==> src/rtl/pid_reg_bank_pkg.sv <==
// Purpose: register map, reset values and status layout shared by the PID register bank.
// Latency: n/a (constants and types only).
// Backpressure: n/a.
package pid_reg_pkg;

  // Register index map
  localparam logic [7:0] ADDR_KP_L    = 8'h40;
  localparam logic [7:0] ADDR_KP_H    = 8'h41;
  localparam logic [7:0] ADDR_KI_L    = 8'h42;
  localparam logic [7:0] ADDR_KI_H    = 8'h43;
  localparam logic [7:0] ADDR_KD_L    = 8'h44;
  localparam logic [7:0] ADDR_KD_H    = 8'h45;
  localparam logic [7:0] ADDR_SP_L    = 8'h46;
  localparam logic [7:0] ADDR_SP_H    = 8'h47;
  localparam logic [7:0] ADDR_LIM_L   = 8'h48;
  localparam logic [7:0] ADDR_LIM_H   = 8'h49;
  localparam logic [7:0] ADDR_CTRL    = 8'h4A;
  localparam logic [7:0] ADDR_COMMIT  = 8'h4B;
  localparam logic [7:0] ADDR_SPD_L   = 8'h4C;
  localparam logic [7:0] ADDR_SPD_H   = 8'h4D;
  localparam logic [7:0] ADDR_DUTY_L  = 8'h4E;
  localparam logic [7:0] ADDR_DUTY_H  = 8'h4F;
  localparam logic [7:0] ADDR_STATUS  = 8'h50;
  localparam logic [7:0] ADDR_ERR     = 8'h51;
  localparam logic [7:0] ADDR_SCRATCH = 8'h52;
  localparam logic [7:0] ADDR_ID      = 8'h53;

  // Reset values of the configuration (shadow and active copies)
  localparam logic [15:0] KP_RST  = 16'h0100;
  localparam logic [15:0] KI_RST  = 16'h0000;
  localparam logic [15:0] KD_RST  = 16'h0000;
  localparam logic [15:0] SP_RST  = 16'h0000;
  localparam logic [15:0] LIM_RST = 16'hFFFF;
  localparam logic [7:0]  CTRL_RST = 8'h00;

  // Status byte layout: [3:0] sticky faults, [4] commit pending, [5] active enable
  localparam int STAT_FAULT_W  = 4;
  localparam int STAT_PEND_BIT = 4;
  localparam int STAT_EN_BIT   = 5;

  typedef struct packed {
    logic [15:0] kp;
    logic [15:0] ki;
    logic [15:0] kd;
    logic [15:0] setpoint;
    logic [15:0] out_limit;
    logic [7:0]  ctrl;
  } cfg_t;

  localparam cfg_t CFG_RST = '{kp: KP_RST, ki: KI_RST, kd: KD_RST,
                               setpoint: SP_RST, out_limit: LIM_RST, ctrl: CTRL_RST};

endpackage

==> src/rtl/pid_reg_bank_strobe_edge.sv <==
// Purpose: 1-bit rising-edge detector for slave request levels (clk, rst, lvl in; rise out).
// Latency: rise is combinational in the cycle lvl first goes high.
// Backpressure: none; a held level yields exactly one rise.
module strobe_edge (
  input  logic clk,
  input  logic rst,
  input  logic lvl,
  output logic rise
);

  logic lvl_q;
  logic lvl_d;

  always_comb begin
    lvl_d = lvl;
  end

  // History clears to 0 so a level held through reset release reads as a new edge.
  always_ff @(posedge clk) begin
    if (rst) lvl_q <= 1'b0;
    else     lvl_q <= lvl_d;
  end

  assign rise = lvl & ~lvl_q;

endmodule

==> src/rtl/pid_reg_bank.sv <==
// Purpose: I2C-facing register bank for the BLDC PID: shadow config with atomic commit,
//          telemetry snapshots, sticky faults, saturating error count.
//          Ports: clk/rst, wr_req/rd_req/index/wdata/rdata slave side, i2c_busy,
//          speed_meas/pwm_duty/fault_in telemetry in, kp/ki/kd/setpoint/out_limit/ctrl/commit_pulse out.
// Latency: rdata one cycle after index; shadow write one cycle after wr_req edge; commit >= 2 cycles.
// Backpressure: none; a commit waits while i2c_busy is high.
module pid_reg_bank
  import pid_reg_pkg::*;
#(
  parameter logic [7:0] BASE_ADDR  = 8'h40,
  parameter logic [7:0] LAST_ADDR  = 8'h53,
  parameter logic [7:0] COMMIT_KEY = 8'hA5,
  parameter logic [7:0] DEVICE_ID  = 8'h72
) (
  input  logic        clk,
  input  logic        rst,
  input  logic        wr_req,
  input  logic        rd_req,
  input  logic [7:0]  index,
  input  logic [7:0]  wdata,
  output logic [7:0]  rdata,
  input  logic        i2c_busy,
  input  logic [15:0] speed_meas,
  input  logic [15:0] pwm_duty,
  input  logic [3:0]  fault_in,
  output logic [15:0] kp,
  output logic [15:0] ki,
  output logic [15:0] kd,
  output logic [15:0] setpoint,
  output logic [15:0] out_limit,
  output logic [7:0]  ctrl,
  output logic        commit_pulse
);

  logic wr_rise;
  logic rd_rise;

  strobe_edge u_wr_edge (.clk(clk), .rst(rst), .lvl(wr_req), .rise(wr_rise));
  strobe_edge u_rd_edge (.clk(clk), .rst(rst), .lvl(rd_req), .rise(rd_rise));

  cfg_t        shadow_q, shadow_d;
  cfg_t        active_q, active_d;
  logic [7:0]  scratch_q, scratch_d;
  logic [3:0]  faults_q, faults_d;
  logic        pending_q, pending_d;
  logic [7:0]  err_q, err_d;
  logic [15:0] snap_speed_q, snap_speed_d;
  logic [15:0] snap_duty_q, snap_duty_d;
  logic [7:0]  index_prev_q, index_prev_d;
  logic [7:0]  rdata_q, rdata_d;
  logic        commit_pulse_q, commit_pulse_d;

  logic        in_range;
  logic        key_ok;
  logic        wr_err;
  logic        rd_err;
  logic        do_commit;
  logic        index_chg;
  logic [7:0]  status;

  always_comb begin
    shadow_d     = shadow_q;
    scratch_d    = scratch_q;
    key_ok       = 1'b0;
    wr_err       = 1'b0;
    in_range     = (index >= BASE_ADDR) && (index <= LAST_ADDR);
    rd_err       = rd_rise && !in_range;

    if (wr_rise) begin
      if (!in_range) begin
        wr_err = 1'b1;
      end else begin
        case (index)
          ADDR_KP_L:    shadow_d.kp[7:0]         = wdata;
          ADDR_KP_H:    shadow_d.kp[15:8]        = wdata;
          ADDR_KI_L:    shadow_d.ki[7:0]         = wdata;
          ADDR_KI_H:    shadow_d.ki[15:8]        = wdata;
          ADDR_KD_L:    shadow_d.kd[7:0]         = wdata;
          ADDR_KD_H:    shadow_d.kd[15:8]        = wdata;
          ADDR_SP_L:    shadow_d.setpoint[7:0]   = wdata;
          ADDR_SP_H:    shadow_d.setpoint[15:8]  = wdata;
          ADDR_LIM_L:   shadow_d.out_limit[7:0]  = wdata;
          ADDR_LIM_H:   shadow_d.out_limit[15:8] = wdata;
          ADDR_CTRL:    shadow_d.ctrl            = wdata;
          ADDR_COMMIT: begin
            if (wdata == COMMIT_KEY) key_ok = 1'b1;
            else                     wr_err = 1'b1;
          end
          ADDR_SCRATCH: scratch_d = wdata;
          // Snapshots, status, err_count and device id are read-only.
          default:      wr_err = 1'b1;
        endcase
      end
    end

    // Commit copies the pre-write shadow; a key landing on the commit cycle re-arms.
    do_commit      = pending_q && !i2c_busy;
    active_d       = do_commit ? shadow_q : active_q;
    commit_pulse_d = do_commit;
    pending_d      = key_ok | (pending_q & ~do_commit);

    // Clear-on-read of the fault bits; a fault arriving the same cycle survives.
    faults_d = ((rd_rise && index == ADDR_STATUS) ? 4'h0 : faults_q) | fault_in;

    err_d = ((wr_err || rd_err) && err_q != 8'hFF) ? err_q + 8'd1 : err_q;

    // Snapshots latch only when the index moves onto the low byte, so lo/hi are coherent.
    index_prev_d = index;
    index_chg    = (index != index_prev_q);
    snap_speed_d = (index_chg && index == ADDR_SPD_L)  ? speed_meas : snap_speed_q;
    snap_duty_d  = (index_chg && index == ADDR_DUTY_L) ? pwm_duty   : snap_duty_q;

    status                          = 8'h00;
    status[STAT_FAULT_W-1:0]        = faults_q;
    status[STAT_PEND_BIT]           = pending_q;
    status[STAT_EN_BIT]             = active_q.ctrl[0];

    // The _d snapshot is used so a read on the latching cycle returns the fresh value.
    case (index)
      ADDR_KP_L:    rdata_d = shadow_q.kp[7:0];
      ADDR_KP_H:    rdata_d = shadow_q.kp[15:8];
      ADDR_KI_L:    rdata_d = shadow_q.ki[7:0];
      ADDR_KI_H:    rdata_d = shadow_q.ki[15:8];
      ADDR_KD_L:    rdata_d = shadow_q.kd[7:0];
      ADDR_KD_H:    rdata_d = shadow_q.kd[15:8];
      ADDR_SP_L:    rdata_d = shadow_q.setpoint[7:0];
      ADDR_SP_H:    rdata_d = shadow_q.setpoint[15:8];
      ADDR_LIM_L:   rdata_d = shadow_q.out_limit[7:0];
      ADDR_LIM_H:   rdata_d = shadow_q.out_limit[15:8];
      ADDR_CTRL:    rdata_d = shadow_q.ctrl;
      ADDR_SPD_L:   rdata_d = snap_speed_d[7:0];
      ADDR_SPD_H:   rdata_d = snap_speed_d[15:8];
      ADDR_DUTY_L:  rdata_d = snap_duty_d[7:0];
      ADDR_DUTY_H:  rdata_d = snap_duty_d[15:8];
      ADDR_STATUS:  rdata_d = status;
      ADDR_ERR:     rdata_d = err_q;
      ADDR_SCRATCH: rdata_d = scratch_q;
      ADDR_ID:      rdata_d = DEVICE_ID;
      default:      rdata_d = 8'h00;  // commit register and out-of-range
    endcase
  end

  always_ff @(posedge clk) begin
    if (rst) begin
      shadow_q       <= CFG_RST;
      active_q       <= CFG_RST;
      scratch_q      <= 8'h00;
      faults_q       <= 4'h0;
      pending_q      <= 1'b0;
      err_q          <= 8'h00;
      snap_speed_q   <= 16'h0000;
      snap_duty_q    <= 16'h0000;
      index_prev_q   <= 8'h00;
      rdata_q        <= 8'h00;
      commit_pulse_q <= 1'b0;
    end else begin
      shadow_q       <= shadow_d;
      active_q       <= active_d;
      scratch_q      <= scratch_d;
      faults_q       <= faults_d;
      pending_q      <= pending_d;
      err_q          <= err_d;
      snap_speed_q   <= snap_speed_d;
      snap_duty_q    <= snap_duty_d;
      index_prev_q   <= index_prev_d;
      rdata_q        <= rdata_d;
      commit_pulse_q <= commit_pulse_d;
    end
  end

  assign kp           = active_q.kp;
  assign ki           = active_q.ki;
  assign kd           = active_q.kd;
  assign setpoint     = active_q.setpoint;
  assign out_limit    = active_q.out_limit;
  assign ctrl         = active_q.ctrl;
  assign rdata        = rdata_q;
  assign commit_pulse = commit_pulse_q;

endmodule
==> config.mk <==
export PLATFORM = sky130hd
export DESIGN_NAME = pid_reg_bank
export DESIGN_NICKNAME = d
export VERILOG_FILES = /design/src/rtl/pid_reg_bank_pkg.sv /design/src/rtl/pid_reg_bank_strobe_edge.sv /design/src/rtl/pid_reg_bank.sv
export SDC_FILE = /design/constraint.sdc
export NUM_CORES = 1
export LEC_CHECK = 0
export CORE_UTILIZATION = 45
export DETAILED_ROUTE_END_ITERATION = 6
export GPL_ROUTABILITY_DRIVEN = 0
export GPL_TIMING_DRIVEN = 0
export PLACE_DENSITY = 0.76
export RECOVER_POWER = 25
export SLEW_MARGIN = 20
export SYNTH_ARGS = -nofsm -noshare
export SYNTH_HDL_FRONTEND = slang
export SYNTH_SLANG_ARGS = --single-unit
==> constraint.sdc <==
create_clock -name clk -period 2.8 [get_ports clk]
set_input_delay 0.42 -clock clk [delete_from_list [all_inputs] [get_ports clk]]
set_output_delay 0.42 -clock clk [all_outputs]
set_load 0.005 [all_outputs]
==> results of run 1 <==
==> where the power goes <==
part           internal (W)  switching [W]
Sequential          0.00355      0.0000141
Combinational      0.000157       0.000275
Clock               0.00227        0.00141
Total               0.00598        0.00170
==> through the flow <==
step,instances,hold slack (ns),total power [W],utilization,setup slack [ns]
global placement,1627,0.445,0.00405,0.541,-0.770
global route,1677,0.476,0.00786,0.584,-0.0189
CTS,1675,0.454,0.00769,0.583,0.0459
finish,1677,0.452,0.00768,0.584,0.0337
floorplan,1191,0.438,0.00385,-,0.532
detailed placement,1627,0.446,0.00405,0.541,-0.746
==> metal layers <==
layer  wire, µm  part of all wire  global-route usage  vias up
li1           -                 -                   -     4451
met1      13900              0.40               0.379     4524
met2      14700              0.43               0.432      632
met3       4070              0.12              0.0688      149
met4       1800             0.052               0.160        0
met5          0                 0                   0        -
==> logic make-up (layout without fill, tap and decap cells) <==
family,count (synthesis),in the layout,share of synthesized area
muxes,133,133,0.140
AOI/OAI and AO/OA,233,233,0.128
buffers and inverters,92,293,0.0376
adders and majority gates,1,1,0.00121
xor gates and xnor gates,12,12,0.0102
and+or+nand+nor,472,472,0.203
DFF,248,248,0.480
==> worst paths after layout <==
path / end / slack [ns] / cells past startpoint
max: rdata[7] / 0.03 / 7
min reg2reg: kp[7] / 0.45 / 2
min: kp[7] / 0.45 / 2
max reg2reg: rdata[7] / 0.50 / 6
==> layout make-up <==
type	instances	share of cell area
timing repair buffer	153	0.116
buffer	89	0.0290
inverter	3	0.000855
clock buffer	41	0.0621
sequential	248	0.377
multi-input combinational	851	0.380
tap	285	0.0271
clock inverter	7	0.00864
==> cell usage after synthesis (all sizes together) (9+ instances only) <==
library cell / n / area share
nand2: 252 / 0.092
dfxtp: 248 / 0.48
a21oi: 124 / 0.060
nor2: 121 / 0.048
mux2i: 117 / 0.11
clkbuf: 65 / 0.024
o21ai: 55 / 0.027
nand3: 32 / 0.015
buf: 24 / 0.013
nor2b: 18 / 0.011
a22oi: 13 / 0.0094
nor3: 13 / 0.011
mux4: 9 / 0.020
==> state kept, by name (all words and copies together), names as in the netlist, 16 cells and up <==
register / count
ki: 16
out_limit: 16
shadow_q: 88
snap_speed_q: 16
kp: 16
setpoint: 16
kd: 16
snap_duty_q: 16
==> tightest hold or removal path, stage by stage, from the launching register on <==
cell and delay (ns):
dfxtp_1 0.30, nand2_1 0.05, a21oi_1 0.05
==> what timing repair did <==
item,4_1_cts,5_1_grt
setup buffers,0,2
gates resized for setup,1,5
setup endpoints to repair,3,18
pin swaps,0,1
cloned,0,0
==> summary.txt, run 1 <==
Synth
  • Predominant post-synthesis flop cell: dfxtp_1
  • Syn. warnings: 0
  • EDFF count, synth: 0
  • Net Count, Synth: 1249
  • Synth async-reset ratio: 0
  • Mapped Area: 10300 µm²
  • Synth cell types: 60
  • Seq cells post-synth: between 200 and 250
  • Register area share after synthesis: 0.480
  • Syn Area/Cell: 8.68 µm²
  • Syn Inst Count: 1191

Job
  • Number of max-cap violations: 0

Setup path
  • CP startpoint: index[3]
  • CP Data Required Time: 3.22 ns
  • Crit-path cells: clkdlybuf4s50_1 > buf_2 > buf_1 > nand3_1 > nor2_1 > a221oi_1 > a21oi_1
  • Crit Path Category: input port to flop
  • CP startpoint kind: input port
  • Crit path max fanout: 10
  • Max stage delay cell, worst path: buf_1
  • CP bufs+invs: 3
  • WP data arrival: 3.19 ns
  • Critical path capture point type: flop
  • RR Startpoint: index_prev_q[0]
  • Critical path's largest stage delay: 0.56 ns
  • CP top delay family: buffers and inverters

Route
  • Wirelength per Cell: roughly 21 µm
  • DR vias: 9756
  • Routed wire length: ~34000 µm
  • Initial DRC count: about 1100
  • ANT nets after route: 0
  • DRT Pass-1 Iters: 7
  • # DRC: 0
  • DR vias/cell: 5.82

CTS
  • Worst-Skew Late Latency: approximately 0.54 ns
  • Clk pin slew, worst setup/hold paths: approximately 0.06 ns
  • Hold-fix buffers at CTS: 0
  • Clock sinks: 248
  • CTS root buf: clkbuf_16
  • CTS Buffer Depth: 3
  • Total CTS buffers: 26
  • CTS tree: done
  • H-Tree Level Count: 1

Die
  • Die height: 154 µm
  • Die footprint: 23600 µm²
  • Core Rows: 55
  • I/O Pins: 154
  • Initial core utilization: 0.458
  • Core ar.: 22600 µm²
  • Die W: 154 µm

Global route
  • Total track usage: 0.287
  • First-pass GRT wire length: 52500 µm
  • Number of global-route vias before repair: 9349
  • Pin count of the biggest net entering global routing: 14
  • Initial antenna violation count: 0
  • GR Overflow Total: 0

Layout
  • Final net count: 1430
  • Fraction of layout instances using a drive strength above 1: 0.0733
  • Diode count: 0
  • Register area: 4960 µm²
  • Fillers: around 2000
  • Commonest cells after routing, fill and taps aside: nand2_1, dfxtp_1, a21oi_1, mux2i_1, nor2_1
  • Area Overhead vs Synth: 27.4%
  • Commonest non-fill, non-tap cell in the layout: nand2_1
  • Area occupied by multi-input gates: between 5000 and 6000 µm²
  • Finished Cell Area: 13200 µm²

Timing
  • Worst-margin pin slew: between 1 and 1.5 ns
  • Max Fclk: 361 MHz
  • RSZ-0062 raised after global routing: true
  • Slew margin rel.: 0.296
  • Setup_tns: 0 ns
  • Slew Limit Fails: 0
  • Final setup violation count: 0
  • Final worst path period share: 0.988
  • Tmin final: roughly 2.8 ns
  • Clk_skew: 0.0167 ns
  • Final-report hold violation count: 0

Pwr
  • Leakage power: between 4 and 5 nW
  • Worst vdd ir: about 0.36 mV
  • PwrDens: just under 600 nW/µm²

Placement
  • HPWL Detailed: 25000 µm
  • Post-DP Area: 12200 µm²
  • IO Port Bufs: 151

Hold path
  • Worst hold start: kp[7]
  • Worst min path class: flop to flop

Status
  • Status: finished, final reports clean
Power figures use the tool's default switching activity.
==> run 2, diff against run 1 <==
--- a/config.mk
+++ b/config.mk
@@ -7,7 +7,7 @@
 export LEC_CHECK = 0
 export CORE_UTILIZATION = 45
 export DETAILED_ROUTE_END_ITERATION = 6
-export GPL_ROUTABILITY_DRIVEN = 0
+export GPL_ROUTABILITY_DRIVEN = 1
 export GPL_TIMING_DRIVEN = 0
 export PLACE_DENSITY = 0.76
 export RECOVER_POWER = 25
==> run 2 against run 1 <==
Against the previous run:
- the run now ends with setup timing left
- critical path depth stayed put
- global-route usage is 2.2 points higher
- non-clock buffer count rose by 3
- largest power group unchanged
- combinational power grew 3%
- cell count is the same
- worst hold slack got worse by 0.0014 ns
- first-iteration DRC count shrank 9.8%
- setup slack got worse by 0.083 ns
==> summary.txt, run 2 (synthesis results as in run 1) <==
Layout
  • Fin util: 0.584 (+0.000832)
  • Top reg by flops: shadow_q
  • Final net count: 1432 (+0.14%)
  • Register area: 4960 µm² (unchanged)
  • Diode count: 0 (unchanged)
  • Fillers: 1999 (+0.96%)
  • Area Overhead vs Synth: 27.6%
  • Max reg flops: 88 (unchanged)
  • Area occupied by multi-input gates: 5010 µm² (about the same)
  • Fraction of layout instances using a drive strength above 1: 0.0790 (+0.00575)
  • Commonest non-fill, non-tap cell in the layout: nand2_1
  • Commonest cells after routing, fill and taps aside: nand2_1, dfxtp_1, a21oi_1, mux2i_1, nor2_1
  • Finished Cell Area: 13200 µm² (+0.14%)

Placement
  • Final GP Congestion: 0.984
  • IO Port Bufs: 151 (unchanged)
  • Post-Place Worst Slack: -0.866 ns (-0.120 ns)
  • HPWL Detailed: 27200 µm (+8.9%)
  • Post-DP Area: 12200 µm² (about the same)

Job
  • Number of max-cap violations: 0 (unchanged)

Timing
  • Final-report hold violation count: 0 (unchanged)
  • Final WS setup: -0.0488 ns (-0.0825 ns)
  • Tmin final: 2.85 ns (+0.0825 ns)
  • Setup_tns: -0.0488 ns (-0.0488 ns)
  • Worst-margin pin slew: 0.945 ns (-0.111 ns)
  • Final setup violation count: 1 (+1)
  • RSZ-0062 raised after global routing: false
  • Max Fclk: 351 MHz (-2.9%)
  • Clk_skew: 0.00992 ns (-0.00678 ns)
  • Final worst path period share: 1.02 (+0.0295)
  • Slew margin rel.: 0.370 (+0.0737)
  • Slew Limit Fails: 0 (unchanged)

CTS
  • Clk pin slew, worst setup/hold paths: 0.06 ns (about the same)
  • Hold-fix buffers at CTS: 0 (unchanged)
  • H-Tree Level Count: 1 (unchanged)
  • CTS tree: done
  • Clock sinks: 248 (unchanged)
  • Total CTS buffers: 25 (-3.8%)
  • CTS Buffer Depth: 3 (unchanged)
  • Worst-Skew Late Latency: 0.53 ns (about the same)
  • CTS root buf: clkbuf_16

Setup path
  • Crit Path Category: input port to flop
  • CP Data Required Time: 3.16 ns (-0.06 ns)
  • Crit path max fanout: 10 (unchanged)
  • CP startpoint kind: input port
  • R2R setup slack: 0.39 ns (-0.11 ns)
  • Critical path capture point type: flop
  • WP data arrival: 3.20 ns (about the same)

Pwr
  • Int Power: 0.00589 W (-1.5%)
  • PwrDens: 580 nW/µm² (-0.50%)
  • Leakage power: 4.71 nW (+0.55%)
  • Combinational power share: 0.058 (+0.002)
  • Clock Power Share: 0.477 (-0.003)
  • Worst vdd ir: 0.389 mV (+7.6%)
  • Sw power: 0.00177 W (+3.7%)
  • Flop pwr share: 0.465 (about the same)
  • Post-layout power: 0.00766 W (-0.36%)
  • Switching share of power: 0.231 (+0.00892)

Route
  • DRT Pass-1 Iters: 7 (unchanged)
  • DR vias/cell: 5.71 (-1.8%)
  • DR vias: 9576 (-1.8%)
  • # DRC: 0 (unchanged)
  • ANT nets after route: 0 (unchanged)
  • Initial DRC count: 952 (-9.8%)
  • Routed wire length: 37100 µm (+7.6%)
  • Wirelength per Cell: 22.1 µm (+7.6%)

Die
  • Core ar.: 22600 µm² (unchanged)
  • Die W: 154 µm (unchanged)
  • Core Rows: 55 (unchanged)
  • Initial core utilization: 0.458 (unchanged)
  • I/O Pins: 154 (unchanged)
  • Die footprint: 23600 µm² (unchanged)
  • Die height: 154 µm (unchanged)

Global route
  • Pin count of the biggest net entering global routing: 16 (+2)
  • Number of global-route vias before repair: 9235 (-1.2%)
  • Total track usage: 0.310 (+0.0223)
  • Initial antenna violation count: 1 (+1)
  • First-pass GRT wire length: 55200 µm (+5.1%)
  • GR Overflow Total: 0 (unchanged)

Hold path
  • Worst min path class: flop to flop

Status
  • Violated checks: setup timing
  • Status: complete, but fails checks
## run 2: critical path: stages
cell	delay (ns)
buf_2	0.30
buf_2	0.44
clkbuf_1	0.56
buf_1	0.57
o21ai_0	0.21
a221oi_1	0.49
a31oi_1	0.20
## run 2: metal layers
metal | track usage | vias up | part of all wire
li1 | - | 4433 | -
met1 | 0.410 | 4591 | 0.42
met2 | 0.492 | 470 | 0.45
met3 | 0.0679 | 80 | 0.094
met4 | 0.121 | 2 | 0.037
met5 | 0 | - | 0.00024
## run 2: path summary, 6_finish.rpt
kind	endpoint	cells past startpoint	start
worst max-delay path	rdata[4]	7	index[0]
worst min-delay path	ki[11]	2	ki[11]
worst max register to register	out_limit[15]	6	pending_q
worst min register to register	ki[11]	2	ki[11]
## run 2: through the flow
step | hold slack (ns) | std cells
detailed placement | 0.446 | 1628
global route | 0.473 | 1677
finish | 0.451 | 1677
CTS | 0.456 | 1673
global placement | 0.445 | 1627
floorplan | 0.438 | 1191
## run 2: layout make-up
type	count	area share
flip-flops and latches	248	0.376
multi-input cells	851	0.379
plain buffers	89	0.0296
clock inverters	17	0.0178
clock buffers	28	0.0505
repair buffers	156	0.118
well taps	285	0.0270
inverters	3	0.000854
## run 2: power groups by stage
stage / Combinational (W) / Clock (W) / Sequential (W)
floorplan: 0.000213 / 0 / 0.00363
global placement: 0.000426 / 0 / 0.00364
detailed placement: 0.000427 / 0 / 0.00364
CTS: 0.000432 / 0.00367 / 0.00356
global route: 0.000461 / 0.00384 / 0.00356
finish: 0.000445 / 0.00365 / 0.00356
## run 2: repair_timing
| action | 4_1_cts | 5_1_grt |
|---|---|---|
| setup endpoints to repair | 6 | 41 |
| gates resized for setup | 5 | 6 |
| setup buffers | 0 | 4 |
| pin swaps | 0 | 2 |
==> run 3, diff against run 2 <==
--- a/config.mk
+++ b/config.mk
@@ -5,6 +5,8 @@
 export SDC_FILE = /design/constraint.sdc
 export NUM_CORES = 1
 export LEC_CHECK = 0
+export CORE_ASPECT_RATIO = 0.6
+export CORE_MARGIN = 8
 export CORE_UTILIZATION = 45
 export DETAILED_ROUTE_END_ITERATION = 6
 export GPL_ROUTABILITY_DRIVEN = 1
==> run 3 against run 2 <==
Against the previous run:
- global-route usage fell by 5.0 points
- clock-buffer cell count rose by 5
- sequential share of layout area increased by 0.20 points
- register-to-register slack worse by 0.02 ns
- largest power group is now sequential cells
- flip-flop and latch count did not move
- clock skew increased by 0.0052 ns
- critical path depth stayed put
- the run ends with DRC left
- utilization fell by 0.93 points
- non-clock buffer count is 1 lower
- first-iteration DRC count up 27%
- critical path type unchanged
- combinational power about the same
==> summary.txt, run 3 (synthesis results as in run 1) <==
Status
  • Status: complete, but fails checks
  • Violated checks: DRC

Setup path
  • Critical path capture point type: flop
  • CP Data Required Time: 3.21 ns (+0.05 ns)
  • Crit Path Category: input port to flop
  • FF-to-FF path depth: 6 (unchanged)
  • CP startpoint kind: input port
  • WP data arrival: 3.12 ns (-0.08 ns)
  • Crit path max fanout: 10 (unchanged)

Timing
  • Max Fclk: 369 MHz (+5.0%)
  • Slew Limit Fails: 0 (unchanged)
  • Fin Hold WS: 0.451 ns (+0.000592 ns)
  • Final setup violation count: 0 (-1)
  • Worst-margin pin slew: 0.949 ns (+0.00371 ns)
  • Clk_skew: 0.0151 ns (+0.00516 ns)
  • Final worst path period share: 0.969 (-0.0488)
  • Tmin final: 2.71 ns (-0.137 ns)
  • Final-report hold violation count: 0 (unchanged)
  • Slew margin rel.: 0.367 (-0.00247)
  • RSZ-0062 raised after global routing: true

Die
  • Core Rows: 43 (-22%)
  • Core ar.: 22800 µm² (+1.1%)
  • Die W: 212 µm (+38%)
  • Die height: 133 µm (-13%)
  • I/O Pins: 154 (unchanged)
  • Initial core utilization: 0.453 (-0.00482)
  • Die footprint: 28200 µm² (+20%)

CTS
  • CTS tree: done
  • CTS Buffer Depth: 3 (unchanged)
  • Worst-Skew Late Latency: 0.52 ns (about the same)
  • Clk pin slew, worst setup/hold paths: 0.06 ns (about the same)
  • Total CTS buffers: 23 (-8.0%)
  • Clock sinks: 248 (unchanged)
  • CTS root buf: clkbuf_16
  • H-Tree Level Count: 1 (unchanged)
  • Hold-fix buffers at CTS: 0 (unchanged)

Route
  • DRT Pass-1 Iters: 7 (unchanged)
  • Routed wire length: 38200 µm (+3.1%)
  • Wirelength per Cell: 22.4 µm (+1.6%)
  • Initial DRC count: 1211 (+27%)
  • DR vias/cell: 5.70 (-0.15%)
  • DR vias: 9710 (+1.4%)
  • ANT nets after route: 0 (unchanged)
  • # DRC: 10 (+10)

Global route
  • GR Overflow Total: 0 (unchanged)
  • Initial antenna violation count: 1 (unchanged)
  • Total track usage: 0.260 (-0.0501)
  • Pin count of the biggest net entering global routing: 17 (+1)
  • First-pass GRT wire length: 56400 µm (+2.0%)
  • Number of global-route vias before repair: 9135 (-1.1%)

Layout
  • Register area: 4960 µm² (unchanged)
  • Final net count: 1429 (-0.21%)
  • Max reg flops: 88 (unchanged)
  • Area occupied by multi-input gates: 5000 µm² (about the same)
  • Fraction of layout instances using a drive strength above 1: 0.0699 (-0.00909)
  • Commonest non-fill, non-tap cell in the layout: nand2_1
  • Fillers: 2097 (+4.9%)
  • Area Overhead vs Synth: 26.9%
  • Commonest cells after routing, fill and taps aside: nand2_1, dfxtp_1, a21oi_1, mux2i_1, nor2_1
  • Fin util: 0.575 (-0.00928)
  • Top reg by flops: shadow_q

Hold path
  • Worst min path class: flop to flop
  • Hold path depth: 2 (unchanged)

Pwr
  • Post-layout power: 0.00731 W (-4.5%)
  • Worst vdd ir: 0.323 mV (-17%)
  • PwrDens: 557 nW/µm² (-3.9%)
  • Leakage power: 4.66 nW (-0.96%)

Placement
  • Final GP Congestion: 1.01 (+2.5%)
  • HPWL Detailed: 29100 µm (+7.0%)
  • IO Port Bufs: 151 (unchanged)

Job
  • Number of max-cap violations: 0 (unchanged)
[run 3: worst paths after layout]
kind / from / endpoint / slack (ns)
worst max-delay path: index[2] / rdata[5] / 0.09
worst min register to register: kp[1] / kp[1] / 0.45
worst max register to register: index_prev_q[0] / rdata[7] / 0.37
worst min-delay path: kp[1] / kp[1] / 0.45
[run 3: through the flow]
stage	area [µm²]	worst slack (ns)	std cells	TNS [ns]
global placement	12200	-1.05	1657	-39.90
finish	13100	0.0878	1703	0
detailed placement	12300	-0.878	1658	-42.24
global route	13100	-0.0587	1702	-0.0587
CTS	13100	0.00343	1699	0
floorplan	10300	0.532	1191	0
[run 3: routing by layer]
layer | part of all wire | track usage | up-vias | wire, µm
met2 | 0.40 | 0.356 | 596 | 15200
met4 | 0.022 | 0.0562 | 0 | 824
met3 | 0.14 | 0.0913 | 66 | 5360
met5 | 0 | 0 | - | 0
li1 | - | - | 4454 | -
met1 | 0.44 | 0.381 | 4594 | 16900
[run 3: report_power, final]
| group | leakage [nW] | total (W) | switching [W] | internal, W |
|---|---|---|---|---|
| Combinational | 2.28 | 0.000445 | 0.000286 | 0.000159 |
| Clock | 0.382 | 0.00331 | 0.00138 | 0.00193 |
| Sequential | 2.00 | 0.00356 | 0.0000163 | 0.00354 |
| Total | 4.66 | 0.00731 | 0.00168 | 0.00564 |
[run 3: worst max-delay path: stages]
cell and delay [ns]:
clkdlybuf4s50_1 0.49, buf_2 0.30, clkbuf_1 0.62, nand3_1 0.29
nor2_1 0.54, a21oi_1 0.14, a41oi_1 0.31
[run 3: timing repair]
action | CTS | global route
pin swaps | 0 | 2
gates resized for setup | 4 | 4
setup buffers | 0 | 3
endpoints found under the hold margin | 0 | 0
setup endpoints to repair | 14 | 25
[run 3: cell type report]
cell class | instances | area share
Clock inverter | 8 | 0.00963
Clock buffer | 33 | 0.0505
Buffer | 89 | 0.0297
Inverter | 3 | 0.000858
Tap cell | 315 | 0.0300
Timing Repair Buffer | 155 | 0.119
Antenna cell | 1 | 0.000191
Sequential cell | 248 | 0.378
Multi-Input combinational cell | 851 | 0.381
